## src/rtl/veda_lsu_pkg.sv

```systemverilog
// Shared types and constants for the VEDA load/store unit.
package veda_lsu_pkg;

  localparam int unsigned ADDR_W_DEF = 9;
  localparam int unsigned DATA_W_DEF = 32;
  localparam int unsigned XLEN       = 32;
  localparam int unsigned OFF_W      = 16;
  localparam int unsigned TAG_W      = 5;

  localparam logic MODE_READ  = 1'b0;
  localparam logic MODE_WRITE = 1'b1;

  typedef enum logic [1:0] {
    IDLE,
    ISSUE,
    WAIT,
    RESP
  } state_t;

endpackage

```

## src/rtl/veda_lsu_if.sv

```systemverilog
// Request/response and data-memory bundle for the VEDA load/store unit.
// master: execute/writeback/memory environment; slave: the LSU.
interface veda_lsu_if
  import veda_lsu_pkg::*;
#(
  parameter int unsigned ADDR_W = ADDR_W_DEF,
  parameter int unsigned DATA_W = DATA_W_DEF
);

  logic              req_valid;
  logic              req_ready;
  logic              req_store;
  logic [XLEN-1:0]   req_base;
  logic [OFF_W-1:0]  req_offset;
  logic [DATA_W-1:0] req_wdata;
  logic [TAG_W-1:0]  req_rd;

  logic              resp_valid;
  logic              resp_ready;
  logic [DATA_W-1:0] resp_data;
  logic [TAG_W-1:0]  resp_rd;
  logic              resp_store;
  logic              resp_err;

  logic              mem_w_en;
  logic              mem_mode;
  logic [ADDR_W-1:0] mem_address;
  logic [DATA_W-1:0] mem_datain;
  logic [DATA_W-1:0] mem_dataout;

  modport master (
    output req_valid, req_store, req_base, req_offset, req_wdata, req_rd,
    output resp_ready, mem_dataout,
    input  req_ready, resp_valid, resp_data, resp_rd, resp_store, resp_err,
    input  mem_w_en, mem_mode, mem_address, mem_datain
  );

  modport slave (
    input  req_valid, req_store, req_base, req_offset, req_wdata, req_rd,
    input  resp_ready, mem_dataout,
    output req_ready, resp_valid, resp_data, resp_rd, resp_store, resp_err,
    output mem_w_en, mem_mode, mem_address, mem_datain
  );

endinterface

```

## src/rtl/veda_lsu_agen.sv

```systemverilog
// Address generation: base + sign-extended offset (mod 2^32), truncated
// word address and an out-of-range flag for addresses beyond the memory.
module veda_lsu_agen
  import veda_lsu_pkg::*;
#(
  parameter int unsigned ADDR_W = ADDR_W_DEF
) (
  input  logic [XLEN-1:0]   base,
  input  logic [OFF_W-1:0]  offset,
  output logic [ADDR_W-1:0] addr_c,
  output logic              oor_c
);

  logic [XLEN-1:0] eff;

  // Effective address and range flag.
  always_comb begin
    eff    = base + {{(XLEN-OFF_W){offset[OFF_W-1]}}, offset};
    addr_c = eff[ADDR_W-1:0];
    oor_c  = |eff[XLEN-1:ADDR_W];
  end

endmodule

```

## src/rtl/veda_lsu.sv

```systemverilog
// VEDA load/store unit: accepts one load/store, issues a single memory
// access, returns data or a store acknowledge over a valid/ready response.
// Optional feature macro: VEDA_LSU_BOUNDS_CHECK_EN (flag addresses outside
// the memory with resp_err instead of truncating them).
module veda_lsu
  import veda_lsu_pkg::*;
#(
  parameter int unsigned ADDR_W   = ADDR_W_DEF,
  parameter int unsigned DATA_W   = DATA_W_DEF,
  parameter int unsigned READ_LAT = 1
) (
  input  logic          clk,
  input  logic          rst,
  veda_lsu_if.slave     bus
);

  localparam int unsigned CNT_W = $clog2(READ_LAT + 1);

`ifdef VEDA_LSU_BOUNDS_CHECK_EN
  localparam bit BOUNDS_EN = 1'b1;
`else
  localparam bit BOUNDS_EN = 1'b0;
`endif

  state_t            state;
  logic [CNT_W-1:0]  cnt;
  logic [ADDR_W-1:0] addr_c;
  logic              oor_c;
  logic              bad_c;

  veda_lsu_agen #(.ADDR_W(ADDR_W)) u_agen (
    .base   (bus.req_base),
    .offset (bus.req_offset),
    .addr_c (addr_c),
    .oor_c  (oor_c)
  );

  assign bad_c         = BOUNDS_EN && oor_c;
  assign bus.req_ready = (state == IDLE) && !rst;

  // Control FSM with registered memory and response outputs.
  always_ff @(posedge clk) begin
    if (rst) begin
      state           <= IDLE;
      cnt             <= '0;
      bus.mem_w_en    <= 1'b0;
      bus.mem_mode    <= MODE_READ;
      bus.mem_address <= '0;
      bus.mem_datain  <= '0;
      bus.resp_valid  <= 1'b0;
      bus.resp_data   <= '0;
      bus.resp_rd     <= '0;
      bus.resp_store  <= 1'b0;
      bus.resp_err    <= 1'b0;
    end else begin
      case (state)
        IDLE: begin
          if (bus.req_valid) begin
            bus.resp_rd    <= bus.req_rd;
            bus.resp_store <= bus.req_store;
            bus.resp_data  <= '0;
            bus.resp_err   <= bad_c;
            if (bad_c) begin
              // Out-of-range: skip the memory access entirely.
              state          <= RESP;
              bus.resp_valid <= 1'b1;
            end else begin
              state           <= ISSUE;
              bus.mem_w_en    <= 1'b1;
              bus.mem_mode    <= bus.req_store ? MODE_WRITE : MODE_READ;
              bus.mem_address <= addr_c;
              bus.mem_datain  <= bus.req_wdata;
            end
          end
        end
        ISSUE: begin
          bus.mem_w_en <= 1'b0;
          if (bus.resp_store) begin
            state          <= RESP;
            bus.resp_valid <= 1'b1;
          end else begin
            state <= WAIT;
            cnt   <= CNT_W'(READ_LAT);
          end
        end
        WAIT: begin
          if (cnt == CNT_W'(1)) begin
            state          <= RESP;
            bus.resp_valid <= 1'b1;
            bus.resp_data  <= bus.mem_dataout;
          end
          cnt <= cnt - CNT_W'(1);
        end
        RESP: begin
          if (bus.resp_ready) begin
            state          <= IDLE;
            bus.resp_valid <= 1'b0;
          end
        end
        default: state <= IDLE;
      endcase
    end
  end

endmodule

```

## src/flat_wrapper.sv

```systemverilog
// flat-port wrapper written by rule: the top's interface ports become plain ports
module veda_lsu_flat import veda_lsu_pkg::*;
#(
  parameter int unsigned ADDR_W   = ADDR_W_DEF,
  parameter int unsigned DATA_W   = DATA_W_DEF,
  parameter int unsigned READ_LAT = 1
)
  (clk, rst, bus_req_valid, bus_req_store, bus_req_base, bus_req_offset, bus_req_wdata, bus_req_rd, bus_resp_ready, bus_mem_dataout, bus_req_ready, bus_resp_valid, bus_resp_data, bus_resp_rd, bus_resp_store, bus_resp_err, bus_mem_w_en, bus_mem_mode, bus_mem_address, bus_mem_datain);
  veda_lsu_if #(.ADDR_W(ADDR_W), .DATA_W(DATA_W)) bus_i ();
  input  logic clk;
  input  logic rst;
  input wire logic [$bits(bus_i.req_valid)-1:0] bus_req_valid;
  input wire logic [$bits(bus_i.req_store)-1:0] bus_req_store;
  input wire logic [$bits(bus_i.req_base)-1:0] bus_req_base;
  input wire logic [$bits(bus_i.req_offset)-1:0] bus_req_offset;
  input wire logic [$bits(bus_i.req_wdata)-1:0] bus_req_wdata;
  input wire logic [$bits(bus_i.req_rd)-1:0] bus_req_rd;
  input wire logic [$bits(bus_i.resp_ready)-1:0] bus_resp_ready;
  input wire logic [$bits(bus_i.mem_dataout)-1:0] bus_mem_dataout;
  output wire logic [$bits(bus_i.req_ready)-1:0] bus_req_ready;
  output wire logic [$bits(bus_i.resp_valid)-1:0] bus_resp_valid;
  output wire logic [$bits(bus_i.resp_data)-1:0] bus_resp_data;
  output wire logic [$bits(bus_i.resp_rd)-1:0] bus_resp_rd;
  output wire logic [$bits(bus_i.resp_store)-1:0] bus_resp_store;
  output wire logic [$bits(bus_i.resp_err)-1:0] bus_resp_err;
  output wire logic [$bits(bus_i.mem_w_en)-1:0] bus_mem_w_en;
  output wire logic [$bits(bus_i.mem_mode)-1:0] bus_mem_mode;
  output wire logic [$bits(bus_i.mem_address)-1:0] bus_mem_address;
  output wire logic [$bits(bus_i.mem_datain)-1:0] bus_mem_datain;
  assign bus_i.req_valid = bus_req_valid;
  assign bus_i.req_store = bus_req_store;
  assign bus_i.req_base = bus_req_base;
  assign bus_i.req_offset = bus_req_offset;
  assign bus_i.req_wdata = bus_req_wdata;
  assign bus_i.req_rd = bus_req_rd;
  assign bus_i.resp_ready = bus_resp_ready;
  assign bus_i.mem_dataout = bus_mem_dataout;
  assign bus_req_ready = bus_i.req_ready;
  assign bus_resp_valid = bus_i.resp_valid;
  assign bus_resp_data = bus_i.resp_data;
  assign bus_resp_rd = bus_i.resp_rd;
  assign bus_resp_store = bus_i.resp_store;
  assign bus_resp_err = bus_i.resp_err;
  assign bus_mem_w_en = bus_i.mem_w_en;
  assign bus_mem_mode = bus_i.mem_mode;
  assign bus_mem_address = bus_i.mem_address;
  assign bus_mem_datain = bus_i.mem_datain;
  veda_lsu #(.ADDR_W(ADDR_W), .DATA_W(DATA_W), .READ_LAT(READ_LAT)) u_core (.clk(clk), .rst(rst), .bus(bus_i));
endmodule
```

## config.mk

```make
export PLATFORM = sky130hd
export DESIGN_NAME = veda_lsu_flat
export DESIGN_NICKNAME = d
export VERILOG_FILES = /design/src/rtl/veda_lsu_pkg.sv /design/src/rtl/veda_lsu_if.sv /design/src/rtl/veda_lsu_agen.sv /design/src/rtl/veda_lsu.sv /design/src/flat_wrapper.sv
export SDC_FILE = /design/constraint.sdc
export NUM_CORES = 1
export LEC_CHECK = 0
export BUFFER_PORTS_ARGS = -buffer_cell sky130_fd_sc_hd__clkbuf_2
export CAP_MARGIN = 15
export CORE_MARGIN = 2
export CORE_UTILIZATION = 46
export CTS_CLUSTER_DIAMETER = 200
export DETAILED_ROUTE_END_ITERATION = 16
export PLACE_DENSITY = 0.83
export SLEW_MARGIN = 10
export SYNTH_ARGS = -nofsm -noshare
export SYNTH_HDL_FRONTEND = slang
export SYNTH_SLANG_ARGS = --single-unit
```

## constraint.sdc

```tcl
create_clock -name clk -period 3.7 [get_ports clk]
set_clock_uncertainty 0.1 [all_clocks]
set_input_delay 0.74 -clock clk [delete_from_list [all_inputs] [get_ports clk]]
set_output_delay 0.74 -clock clk [all_outputs]
set_load 0.01 [all_outputs]
```

* Word level (Yosys, flattened, before mapping) *
Cells that the tools add are included.

cells by class
  add/subtract/negate cells = 2
  eq/ne operators = 8
  mux-type cells = 17
  bitwise logic cells = 1
  reductions and logical operators = 12

operators with widths
  kind                                                                      number
  32-bit 2-to-1 mux                                                         2
  32-bit one-hot mux with 2 select lines                                    1
  9-bit adder                                                               1
  2-bit one-hot mux with 4 select lines                                     1
  1-bit 2-to-1 mux                                                          7
  2-bit 2-to-1 mux                                                          3
  2-bit inequality test (second input constant)                             3
  2-bit AND reduction                                                       3
  3-bit AND reduction                                                       2
  2-bit nonzero test                                                        3
  2-bit == test (second input constant)                                     2
  2-bit by 1-bit inequality test with 1-bit output (second input constant)  2
  1-bit one-hot mux with 2 select lines                                     2
  4-bit AND reduction                                                       1
  1-bit one-hot mux with 3 select lines                                     1
  2-bit by 1-bit == test with 1-bit output (second input constant)          1
  2-bit zero test                                                           1
  1-bit logical AND                                                         1
  1-bit zero test                                                           1
  1-bit inverter                                                            1
  1-bit subtractor (second input constant)                                  1

storage, ports and cells
  register bits = 85
  bits of input ports = 122
  output and inout bits = 84
  logic and storage cells = 50

* Depth between registers and ports, before layout *
Gate-level depths: netlist of the first run.

  depth in word-level cells = 3
  gate-level depth with buffers = 8
  gate-level depth less buffers = 8

* Hierarchy *
A second synthesis of the first run with hierarchy kept.

second synthesis, totals
  cells, all modules = 687
  area, all modules = 5226.3 um^2

modules (own cells, without submodules)
  module         times used  cells an instance  area an instance (um^2)  seq. area each (um^2)
  veda_lsu       1           397                3214.3                   1681.6
  veda_lsu_agen  1           290                2011.9                   0.0

* Least setup slack after synthesis of the first run *
No wires, ideal clock.

  kind = input-to-reg
  from = input bus_req_offset[0]
  to = register u_core.bus.mem_address[6]
  setup time = 0.131 ns
  arrival time = 1.924 ns
  required time = 3.469 ns
  slack = 1.545 ns
  cell stages on the path = 8
  buffers on the path = 0
  cell sequence = ha_1 inv_1 fa_1 nor2b_1 o31a_1 nand2b_1 xnor2_1 o31ai_1

between the ends
  cells in the longest elaborated chain, start to end = 1

RTL lines
  element               line                 RTL
  start, declared       flat_wrapper.sv:15   input wire logic [$bits(bus_i.req_offset)-1:0] bus_req_offset;
  9-bit adder           veda_lsu_agen.sv:18  eff = base + {{(XLEN-OFF_W){offset[OFF_W-1]}}, offset};
  end signal, assigned  veda_lsu.sv:71       bus.mem_address <= addr_c;
  end, declared         veda_lsu_if.sv:42    output mem_w_en, mem_mode, mem_address, mem_datain

Every way passes these cells.
A chain may end at the register's enable or synchronous reset.

* Final worst setup path of the first run *
  from = register u_core.state[0]
  to = register u_core.bus.mem_address[5]

between the ends
  cells in the longest elaborated chain, start to end = 2

RTL lines
  element                               line            RTL
  start, declared                       veda_lsu.sv:25  state_t state;
  start signal, assigned                veda_lsu.sv:44  state <= IDLE;
  start signal, assigned                veda_lsu.sv:65  state <= RESP;
  start signal, assigned                veda_lsu.sv:68  state <= ISSUE;
  2-bit zero test                       veda_lsu.sv:56  case (state)
  2-bit AND reduction (no source line)  n/a

Every way passes these cells.

==> metrics.md, run 1 <==
| Metric | Value |
|---|---|
| Xor/xnor share of the synthesized area | 0.00773 |
| Main combinational cell family by area after synthesis | simple AND/OR/NAND/NOR gates |
| Commonest non-fill, non-tap cell in the layout | clkbuf_2 |
| Largest net degree at the start of global routing | 56 |
| Ys flop type | dfxtp_1 |
| Critical Path Start Type | flip-flop |
| Final GP Congestion | 0.783 |
| Synth Warn # | 0 |
| Post-synthesis mux area share | 0.00294 |
| Placed Instances | 650 |
| RSZ-0062 raised after global routing | false |
| Final setup fails | 0 |
| Mean Syn Cell Area | 8.52 µm² |
| Final Non-Filler Cells | 666 |
| Crit-path cells | inv_1, ha_1, nand2_2, nor3_1, a32o_1, a211o_1 |
| Port buffer count | 174 |
| Drt pass-1 iters | 7 |
| Internal Power | 1700 µW |
| First-pass GRT wire length | 14.0 mm |
| Cell Area, Synth | 0.00340 mm² |
| Final instance area | 0.00449 mm² |
| Worst-Margin Slew | 0.985 ns |
| Hold_buf cts | 0 |
| Adder-cell share of the synthesized area | 0.0537 |
| Tmin final | 2.38 ns |
| Wirelength per Cell | 12.6 µm |
| CTS tree | done |
| FF-to-FF path depth | 6 |
| Tcrit/Tclk final | 0.644 |
| CTS Buffer Depth | 2 |
| Layout cells sized above 1 | 0.354 |
| Critical path endpoint category | flip-flop |
| Number of synthesized flops with an enable pin | 0 |
| Num CTS Buffers | 9 |
| Fin. max-slew vios | 0 |
| Reg2reg end | u_core.bus.mem_address[5]$_SDFFE_PP0P_ |
| Antenna viol nets, final | 0 |
| Filler Cell Count | 626 |
| I/O Pins | 206 |
| Max-Cap Viols | 0 |
| Initial core utilization | 0.471 |
| Net count after synthesis | 535 |
| Via Count | 3351 |
| Most frequent cells in the layout | 174 x clkbuf_2, 85 x nand2_1, 84 x dfxtp_1, 48 x a21oi_1, 46 x nor2_1 |
| Switching part of the total power | 0.359 |
| HP Start | u_core.bus.mem_datain[5]$_SDFFE_PP0P_ |
| Hold Violations, Final | 0 |
| Vias in the first global route | 3159 |
| Final #Nets | 698 |
| Post-synthesis cell count | 399 |
| Hold Path Sink | u_core.bus.mem_datain[5]$_SDFFE_PP0P_ |
| Total global routing track utilization | 0.206 |
| Switching power | 950 µW |
| 1st-iter DRT viols | 115 |
| Core area | 0.00721 mm² |
| Min-delay worst type | reg2reg |
| FF+latch count, synth | 84 |
| Die area | 0.00810 mm² |
| Gate power share | 0.332 |
| Maximum VDD drop | 0.607 mV |
| Launch point of the worst path | u_core.state[0]$_SDFFE_PP0P_ |
| Clock power frac | 0.248 |
| Post-CTS Resized | 0 |
| Aggregate routed wire length | 8.40 mm |
| Setup TNS | 0 ns |
| Mean number of vias per cell | 5.03 |
| Gr ovfl total | 0 |
| Async set-reset flop share out of synthesis | 0 |
| Chip Height | 90.0 µm |
| Clk_lat worst skew | 0.34 ns |
| Yosys cell types | 43 |
| Multi-input logic area | 0.00155 mm² |
| FF+latch area | 0.00168 mm² |
| Slowest stage delay, CP | 0.75 ns |
| Seq/Total Area, Yosys | 0.494 |
| Reg-to-Reg Start | u_core.state[0]$_SDFFE_PP0P_ |
| P per Cell Area | 590 mW/mm² |
| Clk sink count | 84 |
| Data arrival time of the worst path | 2.51 ns |
| Area grow syn2layout | 31.9% |
| Initial antenna violation count | 0 |
| # diodes | 0 |
| CTS clk-pin slew, worst paths | 0.08 ns |
| Kind of critical path | reg2reg |
| WHS Path Cells | 2 |
| Synth Area in Compound Gates | 0.193 |
| Slowest-stage cell, CP | nand2_2 |
| DP Wirelength | 6.21 mm |
| Sequential Power Share | 0.420 |
| Pleak | 0.00213 µW |
| Row count | 31 |
| Max_slew headroom | 0.341 |
| Max Clk Rate | 419 MHz |
| Die width | 90.0 µm |
| DRC viols | 0 |
| Root Buffer | clkbuf_8 |
| Status | finished, final reports clean |
| R2R setup slack | 1.32 ns |
| WP data required | 3.83 ns |
| Post-synthesis simple-gate area fraction | 0.195 |
| Placed Area | 0.00429 mm² |
| CTS H-Tree Depth | 3 |
| Max FO, Critical Path | 55 |
| Post-CTS Setup Bufs | 0 |
==> synthesized netlist by cell type (2+ instances only) <==
library cell,count,area share
nand2_1,85,0.094
dfxtp_1,84,0.49
a21oi_1,48,0.071
nor2_1,47,0.052
a22oi_1,32,0.071
clkbuf_1,13,0.014
ha_1,13,0.048
inv_1,7,0.0077
nor2b_1,7,0.013
nor3_1,7,0.010
buf_2,6,0.0088
buf_4,5,0.011
a211oi_1,3,0.0066
buf_6,3,0.0099
nand2b_1,3,0.0055
nand3_1,3,0.0044
o21ai_0,3,0.0044
o211ai_1,2,0.0044
o21ai_1,2,0.0029
o31ai_1,2,0.0044
xnor2_1,2,0.0052
==> kinds of logic (layout without fill, tap and decap cells) <==
| family | Yosys count | after routing |
|---|---|---|
| and+or+nand+nor | 159 | 159 |
| AOI/OAI and AO/OA | 103 | 103 |
| DFF | 84 | 84 |
| buffers and inverters | 34 | 202 |
| adders and majority gates | 14 | 14 |
| xor gates and xnor gates | 3 | 3 |
| other | 1 | 1 |
| muxes | 1 | 1 |
==> power by group through the flow <==
| stage | combinational [µW] | sequential, µW | clock, µW |
|---|---|---|---|
| 2_1_floorplan | 598 | 1180 | 0 |
| 3_3_place_gp | 863 | 1130 | 0 |
| 3_5_place_dp | 886 | 1130 | 0 |
| 4_1_cts | 888 | 1110 | 673 |
| 5_1_grt | 986 | 1130 | 708 |
| 6_report | 878 | 1110 | 657 |
==> worst max-delay path, delay by kind of cell, from the launching register on <==
| family | cells | cell delay, ns |
|---|---|---|
| buf+inv | 1 | 0.11 |
| compound gates | 2 | 0.47 |
| simple gates | 2 | 0.87 |
| fa+ha+maj | 1 | 0.31 |
| flops | 1 | 0.40 |
==> final cells by class <==
class	instances	share of cell area
clock buffer	11	0.0315
clock inverter	5	0.0134
inverter	7	0.00586
multi-input combinational	281	0.344
sequential	84	0.375
tap	99	0.0276
timing repair buffer	179	0.202
==> layer usage <==
| metal | wire [µm] | global-route usage | vias to the layer above | part of all wire |
|---|---|---|---|---|
| li1 | - | - | 1673 | - |
| met1 | 3530 | 0.248 | 1535 | 0.42 |
| met2 | 4210 | 0.379 | 133 | 0.50 |
| met3 | 567 | 0.0369 | 10 | 0.067 |
| met4 | 98 | 0.0538 | 0 | 0.012 |
| met5 | 0 | 0 | - | 0 |
==> worst max-delay path by stage <==
stage | end | slack (ns) | cells past startpoint
6_report | u_core.bus.mem_address[5]$_SDFFE_PP0P_ | 1.32 | 6
5_1_grt | u_core.bus.mem_address[5]$_SDFFE_PP0P_ | 1.06 | 6
4_1_cts | u_core.bus.mem_address[5]$_SDFFE_PP0P_ | 1.27 | 6
3_5_place_dp | u_core.bus.mem_address[6]$_SDFFE_PP0P_ | 1.26 | 9
3_3_place_gp | u_core.bus.mem_address[6]$_SDFFE_PP0P_ | 1.29 | 9
2_1_floorplan | u_core.bus.mem_address[6]$_SDFFE_PP0P_ | 1.54 | 8
==> flip-flops by register name, summed over array words and instances, names as in the netlist <==
signal and flops:
u_core.bus.mem_address 9, u_core.bus.mem_datain 32, u_core.bus.mem_w_en 1, u_core.bus.resp_data 32, u_core.bus.resp_rd 5, u_core.bus.resp_store 1, u_core.bus.resp_valid 1, u_core.cnt 1
u_core.state 2
==> per-stage QoR <==
step	hold slack, ns	util	power, µW	worst slack [ns]
floorplan	0.370	-	1780	1.54
global route	0.378	0.622	2820	1.06
global placement	0.341	0.594	1990	1.29
finish	0.357	0.622	2650	1.32
detailed placement	0.346	0.594	2020	1.26
CTS	0.358	0.622	2670	1.27
Note: power is estimated with default switching activity, not from simulation.
==> run 2: changes to the inputs <==
CORE_UTILIZATION = 43   (was 46)
PLACE_DENSITY = 0.78   (was 0.83)
clock period = 2.3 ns   (was 3.7 ns; I/O delays follow)
==> run 2 against run 1 <==
Compared with the run above:
- worst setup slack lost 1.1 ns
- count of clock-buffer cells in the layout shrank 2
- design area grew 0.39%
- die area grew 6.7%
- global-route usage shrank 0.66 points
- total power grew 59%
- critical path type is now reg2out
==> metrics.md, run 2 (synthesis gave the netlist of run 1 again) <==
| Metric | Value |
|---|---|
| Die width | 92.9 µm (+3.3%) |
| Setup TNS | 0 ns (unchanged) |
| Aggregate routed wire length | 8.64 mm (+2.8%) |
| Fin. max-slew vios | 0 (unchanged) |
| Mean number of vias per cell | 5.00 (-0.57%) |
| Final Hold Slack | 0.231 ns (-0.126 ns) |
| Root Buffer | clkbuf_8 |
| RSZ-0062 raised after global routing | false |
| Final #Nets | 701 (+0.43%) |
| Final Non-Filler Cells | 672 (+0.90%) |
| Kind of critical path | reg2out |
| Slowest-stage cell, CP | dfxtp_1 |
| P per Cell Area | 935 mW/mm² (+59%) |
| Largest net degree at the start of global routing | 44 (-21%) |
| Maximum VDD drop | 0.660 mV (+8.7%) |
| CTS tree | done |
| Layout cells sized above 1 | 0.360 (+0.00515) |
| Via Count | 3362 (+0.33%) |
| CTS H-Tree Depth | 3 (unchanged) |
| Most frequent cells in the layout | 174 x clkbuf_2, 85 x nand2_1, 84 x dfxtp_1, 48 x a21oi_1, 46 x nor2_1 |
| Antenna viol nets, final | 0 (unchanged) |
| Wirelength per Cell | 12.9 µm (+1.9%) |
| Num CTS Buffers | 9 (unchanged) |
| Tmin final | 2.10 ns |
| Clk sink count | 84 (unchanged) |
| Critical Path Start Type | flip-flop |
| Crit-path cells | inv_1, ha_1, nor2b_1, clkbuf_2 |
| CTS clk-pin slew, worst paths | 0.09 ns (about the same) |
| Final worst slack | 0.197 ns (-1.12 ns) |
| Clk_lat worst skew | 0.34 ns (about the same) |
| Initial core utilization | 0.442 (-0.0290) |
| CTS Buffer Depth | 2 (unchanged) |
| 1st-iter DRT viols | 121 (+5.2%) |
| Slowest stage delay, CP | 0.35 ns (-0.40 ns) |
| Max_slew headroom | 0.458 (+0.116) |
| Tcrit/Tclk final | 0.914 |
| Gr ovfl total | 0 (unchanged) |
| Top Registers | u_core.bus.mem_datain x32, u_core.bus.resp_data x32, u_core.bus.mem_address x9 |
| Port buffer count | 174 (unchanged) |
| Total global routing track utilization | 0.199 (-0.00664) |
| Hold_buf cts | 0 (unchanged) |
| Critical path endpoint category | output port |
| Chip Height | 92.9 µm (+3.3%) |
| Worst-Margin Slew | 0.811 ns (-0.174 ns) |
| Vias in the first global route | 3146 (-0.41%) |
| Post-place setup slack | -0.0620 ns (-1.32 ns) |
| Max-Cap Viols | 0 (unchanged) |
| Initial antenna violation count | 0 (unchanged) |
| Hold Violations, Final | 0 (unchanged) |
| Commonest non-fill, non-tap cell in the layout | clkbuf_2 |
| Placed Instances | 656 (+0.92%) |
| # diodes | 0 (unchanged) |
| Min-delay worst type | in2reg |
| Row count | 32 (+3.2%) |
| Max Clk Rate | 476 MHz |
| Final setup fails | 0 (unchanged) |
| Final GP Congestion | 0.858 (+9.5%) |
| Pleak | 0.00214 µW (+0.43%) |
| Core area | 0.00769 mm² (+6.6%) |
| Die area | 0.00864 mm² (+6.7%) |
| Post-CTS Setup Bufs | 0 (unchanged) |
| Area grow syn2layout | 32.5% |
| I/O Pins | 206 (unchanged) |
| First-pass GRT wire length | 14.0 mm (-0.49%) |
| Drt pass-1 iters | 6 (-1) |
| Max FO, Critical Path | 7 (-87%) |
| Core Util, Final | 0.586 (-0.0360) |
| Data arrival time of the worst path | 1.54 ns (-0.97 ns) |
| DRC viols | 0 (unchanged) |
| Status | finished, final reports clean |
| DP Wirelength | 6.48 mm (+4.3%) |
| WP data required | 1.74 ns (-2.09 ns) |
[run 2: cell types whose count changed in the layout (fill, tap and decap cells not counted)]
cell | before | now
buf_12 | 0 | 1
buf_4 | 5 | 7
bufinv_16 | 1 | 0
clkbuf_1 | 1 | 0
clkbuf_8 | 10 | 9
clkinv_2 | 1 | 3
clkinv_4 | 1 | 0
inv_6 | 1 | 3
o21ai_2 | 1 | 0
o21ai_4 | 0 | 1
[run 2: routing by layer]
layer	vias up	GRT usage	wire length, µm
li1	1681	-	-
met1	1558	0.226	3510
met2	112	0.362	4430
met3	11	0.0488	605
met4	0	0.0711	100
met5	-	0	0
[run 2: worst max-delay path, delay by kind of cell (launching register included)]
kind                     cells  cell delay (ns)
flip-flops                   1             0.35
adder cells (fa/ha/maj)      1             0.35
buffers and inverters        2             0.29
AND/OR/NAND/NOR              1             0.21
[run 2: area by class of cell]
type | count | area, µm²
Clock buffer | 9 | 124
Clock inverter | 7 | 48.8
Fill cell | 726 | 3180
Inverter | 7 | 26.3
Multi-Input combinational cell | 281 | 1550
Sequential cell | 84 | 1680
Tap cell | 102 | 128
Timing Repair Buffer | 182 | 943
[run 2: repair_timing]
| item | CTS | global route |
|---|---|---|
| resized for setup | 1 | 0 |
| hold endpoints to repair | 0 | 0 |
| endpoints found under the setup margin | 32 | 0 |
[run 2: final timing paths]
| path | slack (ns) | cells after the start | start | endpoint |
|---|---|---|---|---|
| min | 0.23 | 3 | bus_req_wdata[0] | u_core.bus.mem_datain[0]$_SDFFE_PP0P_ |
| min reg2reg | 0.36 | 2 | u_core.bus.resp_rd[2]$_SDFFE_PP0P_ | u_core.bus.resp_rd[2]$_SDFFE_PP0P_ |
| max reg2reg | 0.24 | 7 | u_core.state[0]$_SDFFE_PP0P_ | u_core.bus.resp_data[27]$_SDFFE_PP0P_ |
| max | 0.20 | 4 | u_core.state[0]$_SDFFE_PP0P_ | bus_req_ready |
[run 2: per-stage QoR]
stage	cell area [µm²]	total power, µW
detailed placement	4320	3290
finish	4500	4210
floorplan	3400	2860
global placement	4320	3230
CTS	4500	4270
global route	4500	4510
[run 2: report_power, final]
part	switching [µW]	internal, µW
combinational	923	557
sequential	120	1670
clock	545	398
total	1590	2630
